`config.mk`:
```
export PLATFORM = sky130hd
export DESIGN_NAME = complex_div
export DESIGN_NICKNAME = d
export VERILOG_FILES = /design/src/rtl/complex_div.sv
export SDC_FILE = /design/constraint.sdc
export NUM_CORES = 1
export LEC_CHECK = 0
export BUFFER_PORTS_ARGS = -buffer_cell sky130_fd_sc_hd__buf_2
export CAP_MARGIN = 30
export CORE_ASPECT_RATIO = 1.75
export CORE_MARGIN = 1.5
export CORE_UTILIZATION = 25
export DETAILED_ROUTE_END_ITERATION = 10
export PLACE_DENSITY_LB_ADDON = 0.1
export REMOVE_ABC_BUFFERS = 1
export SLEW_MARGIN = 20
export SYNTH_ARGS = -nofsm -noshare
export SYNTH_HDL_FRONTEND = slang
export SYNTH_SLANG_ARGS = --single-unit
```
`constraint.sdc`:
```
create_clock -name clk -period 19.9 [get_ports clk]
set_input_delay 2.985 -clock clk [delete_from_list [all_inputs] [get_ports clk]]
set_output_delay 2.985 -clock clk [all_outputs]
set_load 0.05 [all_outputs]
```
`src/rtl/complex_div.sv`:
```
// -----------------------------------------------------------------------------
// complex_div
//
// Sequential signed complex divider: (a1 + b1 i) / (a2 + b2 i) on 8-bit signed
// operands, yielding 8-bit signed real and imaginary quotients truncated toward
// zero and saturated to [-128, 127]. One iteration controller drives two
// restoring dividers (lane 0 = real, lane 1 = imaginary) that share the same
// denominator a2^2 + b2^2.
//
// Flow: IDLE (capture) -> PREP (numerators/denominator) -> DIV x16 -> FIN.
// done pulses in the cycle after the FIN edge, which is 18 edges after the
// edge that sampled start.
//
// Ports
//   clk       rising-edge clock
//   rst       asynchronous active-high reset
//   start     request pulse, only sampled in IDLE
//   a1, b1    dividend real / imaginary (signed 8)
//   a2, b2    divisor real / imaginary (signed 8)
//   busy      high while an operation is in flight
//   done      one-cycle pulse, results and flags valid
//   res_re    real quotient (signed 8), held until the next done
//   res_im    imaginary quotient (signed 8), held until the next done
//   div_zero  divisor was 0+0i (held)
//   ovf       either quotient saturated (held)
// -----------------------------------------------------------------------------
module complex_div (
    input  logic              clk,
    input  logic              rst,
    input  logic              start,
    input  logic signed [7:0] a1,
    input  logic signed [7:0] b1,
    input  logic signed [7:0] a2,
    input  logic signed [7:0] b2,
    output logic              busy,
    output logic              done,
    output logic signed [7:0] res_re,
    output logic signed [7:0] res_im,
    output logic              div_zero,
    output logic              ovf
);

    localparam logic [1:0] S_IDLE = 2'd0;
    localparam logic [1:0] S_PREP = 2'd1;
    localparam logic [1:0] S_DIV  = 2'd2;
    localparam logic [1:0] S_FIN  = 2'd3;

    logic [1:0]       state_q, state_d;
    logic             busy_q, busy_d;
    logic             done_q, done_d;
    logic [4:0]       cnt_q, cnt_d;
    logic [7:0]       a1_q, a1_d, b1_q, b1_d, a2_q, a2_d, b2_q, b2_d;
    logic [15:0]      den_q, den_d;
    logic [1:0][15:0] dvd_q, dvd_d;    // dividend magnitude, becomes quotient
    logic [1:0][15:0] rem_q, rem_d;    // partial remainder, always < den
    logic [1:0]       neg_q, neg_d;    // numerator sign per lane
    logic [7:0]       res_re_q, res_re_d, res_im_q, res_im_d;
    logic             div_zero_q, div_zero_d;
    logic             ovf_q, ovf_d;

    // Full-precision products from the captured operands (8x8 -> 16 signed).
    logic signed [15:0] p_a1a2, p_b1b2, p_b1a2, p_a1b2, p_a2a2, p_b2b2;
    assign p_a1a2 = $signed({{8{a1_q[7]}}, a1_q}) * $signed({{8{a2_q[7]}}, a2_q});
    assign p_b1b2 = $signed({{8{b1_q[7]}}, b1_q}) * $signed({{8{b2_q[7]}}, b2_q});
    assign p_b1a2 = $signed({{8{b1_q[7]}}, b1_q}) * $signed({{8{a2_q[7]}}, a2_q});
    assign p_a1b2 = $signed({{8{a1_q[7]}}, a1_q}) * $signed({{8{b2_q[7]}}, b2_q});
    assign p_a2a2 = $signed({{8{a2_q[7]}}, a2_q}) * $signed({{8{a2_q[7]}}, a2_q});
    assign p_b2b2 = $signed({{8{b2_q[7]}}, b2_q}) * $signed({{8{b2_q[7]}}, b2_q});

    // 17-bit two's complement numerators; bit arithmetic on sign-extended values.
    logic [1:0][16:0] num;
    logic [15:0]      den;
    assign num[0] = {p_a1a2[15], p_a1a2} + {p_b1b2[15], p_b1b2};
    assign num[1] = {p_b1a2[15], p_b1a2} - {p_a1b2[15], p_a1b2};
    // Each square is at most 16384, so the sum (max 32768) fits 16 unsigned bits.
    assign den = $unsigned(p_a2a2) + $unsigned(p_b2b2);

    logic [1:0][15:0] mag;
    logic [1:0][15:0] step_dvd;
    logic [1:0][15:0] step_rem;
    logic [1:0][7:0]  sat_res;
    logic [1:0]       sat_ovf;

    genvar gi;
    generate
        for (gi = 0; gi < 2; gi++) begin : g_lane
            logic [16:0] rem_sh;
            logic        ge;

            // |num| in 16 bits; -32768 maps to 0x8000 = 32768, which is exact.
            assign mag[gi] = num[gi][16] ? (~num[gi][15:0] + 16'd1) : num[gi][15:0];

            // One restoring step: shift in the next dividend bit, try to subtract.
            assign rem_sh       = {rem_q[gi], dvd_q[gi][15]};
            assign ge           = (rem_sh >= {1'b0, den_q});
            assign step_rem[gi] = ge ? 16'(rem_sh - {1'b0, den_q}) : rem_sh[15:0];
            assign step_dvd[gi] = {dvd_q[gi][14:0], ge};

            // Sign restore with saturation; a negative magnitude of exactly 128
            // is representable, anything larger clips.
            always_comb begin
                sat_res[gi] = 8'd0;
                sat_ovf[gi] = 1'b0;
                if (neg_q[gi]) begin
                    if (dvd_q[gi] > 16'd128) begin
                        sat_res[gi] = 8'h80;
                        sat_ovf[gi] = 1'b1;
                    end else begin
                        sat_res[gi] = ~dvd_q[gi][7:0] + 8'd1;
                    end
                end else begin
                    if (dvd_q[gi] > 16'd127) begin
                        sat_res[gi] = 8'h7f;
                        sat_ovf[gi] = 1'b1;
                    end else begin
                        sat_res[gi] = dvd_q[gi][7:0];
                    end
                end
            end
        end
    endgenerate

    always_comb begin
        state_d    = state_q;
        busy_d     = busy_q;
        done_d     = 1'b0;
        cnt_d      = cnt_q;
        a1_d       = a1_q;
        b1_d       = b1_q;
        a2_d       = a2_q;
        b2_d       = b2_q;
        den_d      = den_q;
        dvd_d      = dvd_q;
        rem_d      = rem_q;
        neg_d      = neg_q;
        res_re_d   = res_re_q;
        res_im_d   = res_im_q;
        div_zero_d = div_zero_q;
        ovf_d      = ovf_q;

        case (state_q)
            S_IDLE: begin
                if (start) begin
                    a1_d    = a1;
                    b1_d    = b1;
                    a2_d    = a2;
                    b2_d    = b2;
                    busy_d  = 1'b1;
                    state_d = S_PREP;
                end
            end
            S_PREP: begin
                den_d   = den;
                dvd_d   = mag;
                rem_d   = '0;
                neg_d   = {num[1][16], num[0][16]};
                cnt_d   = 5'd16;
                state_d = S_DIV;
            end
            S_DIV: begin
                dvd_d = step_dvd;
                rem_d = step_rem;
                cnt_d = cnt_q - 5'd1;
                if (cnt_q == 5'd1) begin
                    state_d = S_FIN;
                end
            end
            S_FIN: begin
                if (den_q == 16'd0) begin
                    res_re_d   = 8'd0;
                    res_im_d   = 8'd0;
                    div_zero_d = 1'b1;
                    ovf_d      = 1'b0;
                end else begin
                    res_re_d   = sat_res[0];
                    res_im_d   = sat_res[1];
                    div_zero_d = 1'b0;
                    ovf_d      = |sat_ovf;
                end
                done_d  = 1'b1;
                busy_d  = 1'b0;
                state_d = S_IDLE;
            end
            default: begin
                state_d = S_IDLE;
            end
        endcase
    end

    always_ff @(posedge clk or posedge rst) begin
        if (rst) begin
            state_q    <= S_IDLE;
            busy_q     <= 1'b0;
            done_q     <= 1'b0;
            cnt_q      <= 5'd0;
            a1_q       <= 8'd0;
            b1_q       <= 8'd0;
            a2_q       <= 8'd0;
            b2_q       <= 8'd0;
            den_q      <= 16'd0;
            dvd_q      <= '0;
            rem_q      <= '0;
            neg_q      <= 2'b00;
            res_re_q   <= 8'd0;
            res_im_q   <= 8'd0;
            div_zero_q <= 1'b0;
            ovf_q      <= 1'b0;
        end else begin
            state_q    <= state_d;
            busy_q     <= busy_d;
            done_q     <= done_d;
            cnt_q      <= cnt_d;
            a1_q       <= a1_d;
            b1_q       <= b1_d;
            a2_q       <= a2_d;
            b2_q       <= b2_d;
            den_q      <= den_d;
            dvd_q      <= dvd_d;
            rem_q      <= rem_d;
            neg_q      <= neg_d;
            res_re_q   <= res_re_d;
            res_im_q   <= res_im_d;
            div_zero_q <= div_zero_d;
            ovf_q      <= ovf_d;
        end
    end

    assign busy     = busy_q;
    assign done     = done_q;
    assign res_re   = res_re_q;
    assign res_im   = res_im_q;
    assign div_zero = div_zero_q;
    assign ovf      = ovf_q;

endmodule

```
==> flow_metrics.py <==
metrics = {
    "grt": {
        "grt_use_total_pct": 14.7,
        "met1_usage_pct": 16.2,
        "grtUsageMet2_pct": 29.0,
        "grt_overflow": 0,
        "grt.met3_usage_pct": 1.59,
        "first_global_vias": 19300,
        "antenna_found_initial": 0,
        "grt_pass1_wl_mm": 109,
        "grt-busiest-layer": "met2",
        "grt_max_degree": 78,
    },
    "detailed_routing": {
        "routedWlPerCell_microns": 17.7,
        "drc": 0,
        "drt-initial-drc-count": 608,
        "drt.antenna.violating_nets": 0,
        "num_vias": 17100,
        "dr.pass1.iters": 4,
        "viasPerCell": 4.47,
        "drt_wl_total_mm": 67.6,
    },
    "min_path": {
        "holdCritStartpoint": "div_zero$_DFFE_PP0P_",
        "hold_path_end": "div_zero$_DFFE_PP0P_",
        "hp-class": "flip-flop to flip-flop",
        "min_path_cells": 2,
    },
    "setup_path": {
        "start_kind": "flip-flop",
        "crit_chain": "inv_1, nor2_1, fa_1, fa_1, fa_1, fa_1, fa_1, inv_1, fa_1, inv_1, ha_1, a21oi_1, nor2b_1, o21ai_0, o211ai_1, o31ai_2, xor2_1, o31ai_1, xnor2_1, a221o_1",
        "crit_arrival_ps": 7820,
        "ff2ff_path_depth": 20,
        "cpPeakStageDelay_ps": 800,
        "r2r-end": "dvd_q[12]$_DFFE_PP0P_",
        "cp_max_fo": 22,
        "cp.buffers_inverters": 3,
        "crit_top_cell": "fa_1",
        "cpMaxStageDelayCell": "inv_1",
        "worstPathRequired_ps": 20280,
        "rr_startpoint": "a2_q[7]$_DFFE_PP0P_",
        "crit_family": "adder cells",
        "path_class": "flip-flop to flip-flop",
        "cp-end-kind": "flip-flop",
        "r2r_slack_ps": 12460,
    },
    "synthesis": {
        "synth_area_leader_cell": "fa_1",
        "synth_mux_area_share_pct": 2.67,
        "synth_top_family_by_area": "adder cells",
        "async_flop_share_pct": 100,
        "syn_inst": 2601,
        "ys.flop_type": "dfrtp_1",
        "yosys.area_share.simple_pct": 14.7,
        "ys_types": 71,
        "yosysWarnings": 0,
        "synth_top_area_share_pct": 33.3,
        "synth_xor_area_share_pct": 4.51,
        "synthAdderAreaFrac_pct": 44.1,
        "synth_area_leaders": "fa_1 (33%), dfrtp_1 (15%), ha_1 (11%)",
        "synth-seq-cells": 141,
        "syn_area_sq_um": 23900,
        "synth-edff-count": 0,
        "synth_compound_area_share_pct": 8.74,
        "syn_avg_cell_area_sq_um": 9.18,
        "yosysSeqAreaShare_pct": 14.8,
    },
    "cts": {
        "htree_levels": 4,
        "clock-sinks": 141,
        "clockBufferDepth": 2,
        "clkLatencyLatePin_ps": 510,
        "clkTransAtPathRegs_ps": 60,
        "cts_setup_buffers": 0,
        "holdBufCountCts": 0,
        "ctsResizeCount": 0,
        "cts_tree": "done",
        "root_buffer": "clkbuf_16",
        "numCtsBuffers": 17,
    },
    "sta": {
        "hold_viol_final": 0,
        "timing.final.crit_share_pct": 37.4,
        "fin_skew_ps": 21.9,
        "slew_headroom_pct": 36.5,
        "setup_tns_ps": 0,
        "worst_pin_slew_ps": 951,
        "setup_slack_ps": 12460,
        "setup_violations": 0,
        "timing.fmax_mhz": 134,
        "fin_crit_ps": 7440,
        "grt_setup_unrepaired": "false",
        "final_max_slew_viol_count": 0,
    },
    "final_layout": {
        "nNetsFinal": 3245,
        "seqCellArea_sq_um": 3530,
        "final_util_pct": 27.6,
        "antenna_cells": 0,
        "area_growth_syn_to_layout_pct": 9.34,
        "fillers": 10100,
        "multi_input_area_sq_um": 17800,
        "final_area_sq_um": 26100,
        "drive_above_1_share_pct": 6.79,
    },
    "status": {
        "run_status": "finished clean",
    },
    "place": {
        "post-dp-hpwl_mm": 54.7,
        "port_buffers": 54,
        "gp_congestion": 0.798,
        "place_area_sq_um": 25500,
        "dp_slack_ps": 12420,
    },
    "die": {
        "coreArea_sq_um": 94500,
        "start_util_pct": 25.3,
        "die_w_microns": 237,
        "pin_count": 55,
        "die-height_microns": 412,
        "dieArea_sq_um": 97500,
        "rows": 149,
    },
    "run": {
        "max_cap_viol_count": 0,
    },
}
through the flow:
stage / hold slack [ps] / instances
2_1_floorplan: 452 / 2503
3_3_place_gp: 476 / 3793
3_5_place_dp: 475 / 3794
4_1_cts: 492 / 3826
5_1_grt: 539 / 3828
6_report: 484 / 3828
layout make-up:
cell class                 count  share of cell area (%)
tap                         1208                    5.79
multi-input combinational   1792                    68.3
clock buffer                  18                    1.64
timing repair buffer          85                    2.08
sequential                   141                    13.5
inverter                     570                    8.21
clock inverter                14                   0.422
cell families after synthesis:
logic type | count (synthesis)
xor gates and xnor gates | 123
muxes | 59
and+or+nand+nor | 690
AOI/OAI and AO/OA | 317
buffers and inverters | 668
DFF | 141
adders and majority gates | 603
state kept, by name, summed over array words and instances (netlist names):
register / count
a1_q: 8
a2_q: 8
b1_q: 8
b2_q: 8
busy: 1
cnt_q: 5
den_q: 16
div_zero: 1
done: 1
dvd_q: 32
g_lane.rem_sh: 32
neg_q: 2
ovf: 1
res_im: 8
res_re: 8
state_q: 2
Yosys cell counts, types with 17 or more instances:
master,number
nand2b_1,17
mux2_2,37
fa_1,397
inv_1,570
xnor2_1,88
mux2i_1,22
o22ai_1,29
ha_1,206
xor2_1,35
dfrtp_1,141
nor2_1,111
a21o_1,17
clkbuf_1,84
a21oi_1,67
nand2_1,202
o21ai_0,72
nand3_1,42
nor3_1,24
and2_1,179
nor2b_1,23
how the worst max path moves through the flow:
stage / start / endpoint / slack, ps / depth (start not counted)
floorplan: rst / a1_q[0]$_DFFE_PP0P_ / 13130 / 1
detailed placement: a2_q[7]$_DFFE_PP0P_ / dvd_q[30]$_DFFE_PP0P_ / 12420 / 22
finish: a2_q[7]$_DFFE_PP0P_ / dvd_q[12]$_DFFE_PP0P_ / 12460 / 20
global placement: a2_q[7]$_DFFE_PP0P_ / dvd_q[12]$_DFFE_PP0P_ / 12550 / 20
global route: a2_q[7]$_DFFE_PP0P_ / dvd_q[12]$_DFFE_PP0P_ / 11940 / 20
CTS: a2_q[7]$_DFFE_PP0P_ / dvd_q[30]$_DFFE_PP0P_ / 12420 / 22
per-layer routing:
layer / part of all wire, % / routed length (microns)
met5: 0 / 0
met4: 2.0 / 1360
met3: 1.8 / 1200
met2: 56 / 38100
met1: 40 / 27000
cell usage in the layout (no fill, tap or decap), types with 13 or more instances in the layout:
cell type,n
nor4_1,14
o21ai_0,72
buf_4,28
a21oi_1,67
mux2i_1,22
o221ai_1,13
clkbuf_16,17
nand2b_1,17
or3_1,14
xnor2_1,88
inv_1,569
nor2b_1,23
ha_1,205
nor3_1,24
a21o_1,17
and3_1,15
nand3_1,42
o22ai_1,29
buf_2,54
nor2_1,110
o21a_1,13
xor2_1,35
mux2_2,37
dfrtp_1,141
and2_1,179
fa_1,397
nand2_1,201
worst reg2reg max path: stages, from the launching register on:
cell,delay (ps)
dfrtp_1,590
inv_1,810
nor2_1,160
fa_1,600
fa_1,450
fa_1,570
fa_1,430
fa_1,490
inv_1,60
fa_1,500
inv_1,50
ha_1,350
a21oi_1,210
nor2b_1,60
o21ai_0,190
o211ai_1,170
o31ai_2,310
xor2_1,650
o31ai_1,200
xnor2_1,170
a221o_1,320
Power is not shown: default switching activity piles up to over one toggle a cycle in this logic, so the estimate is an artifact.
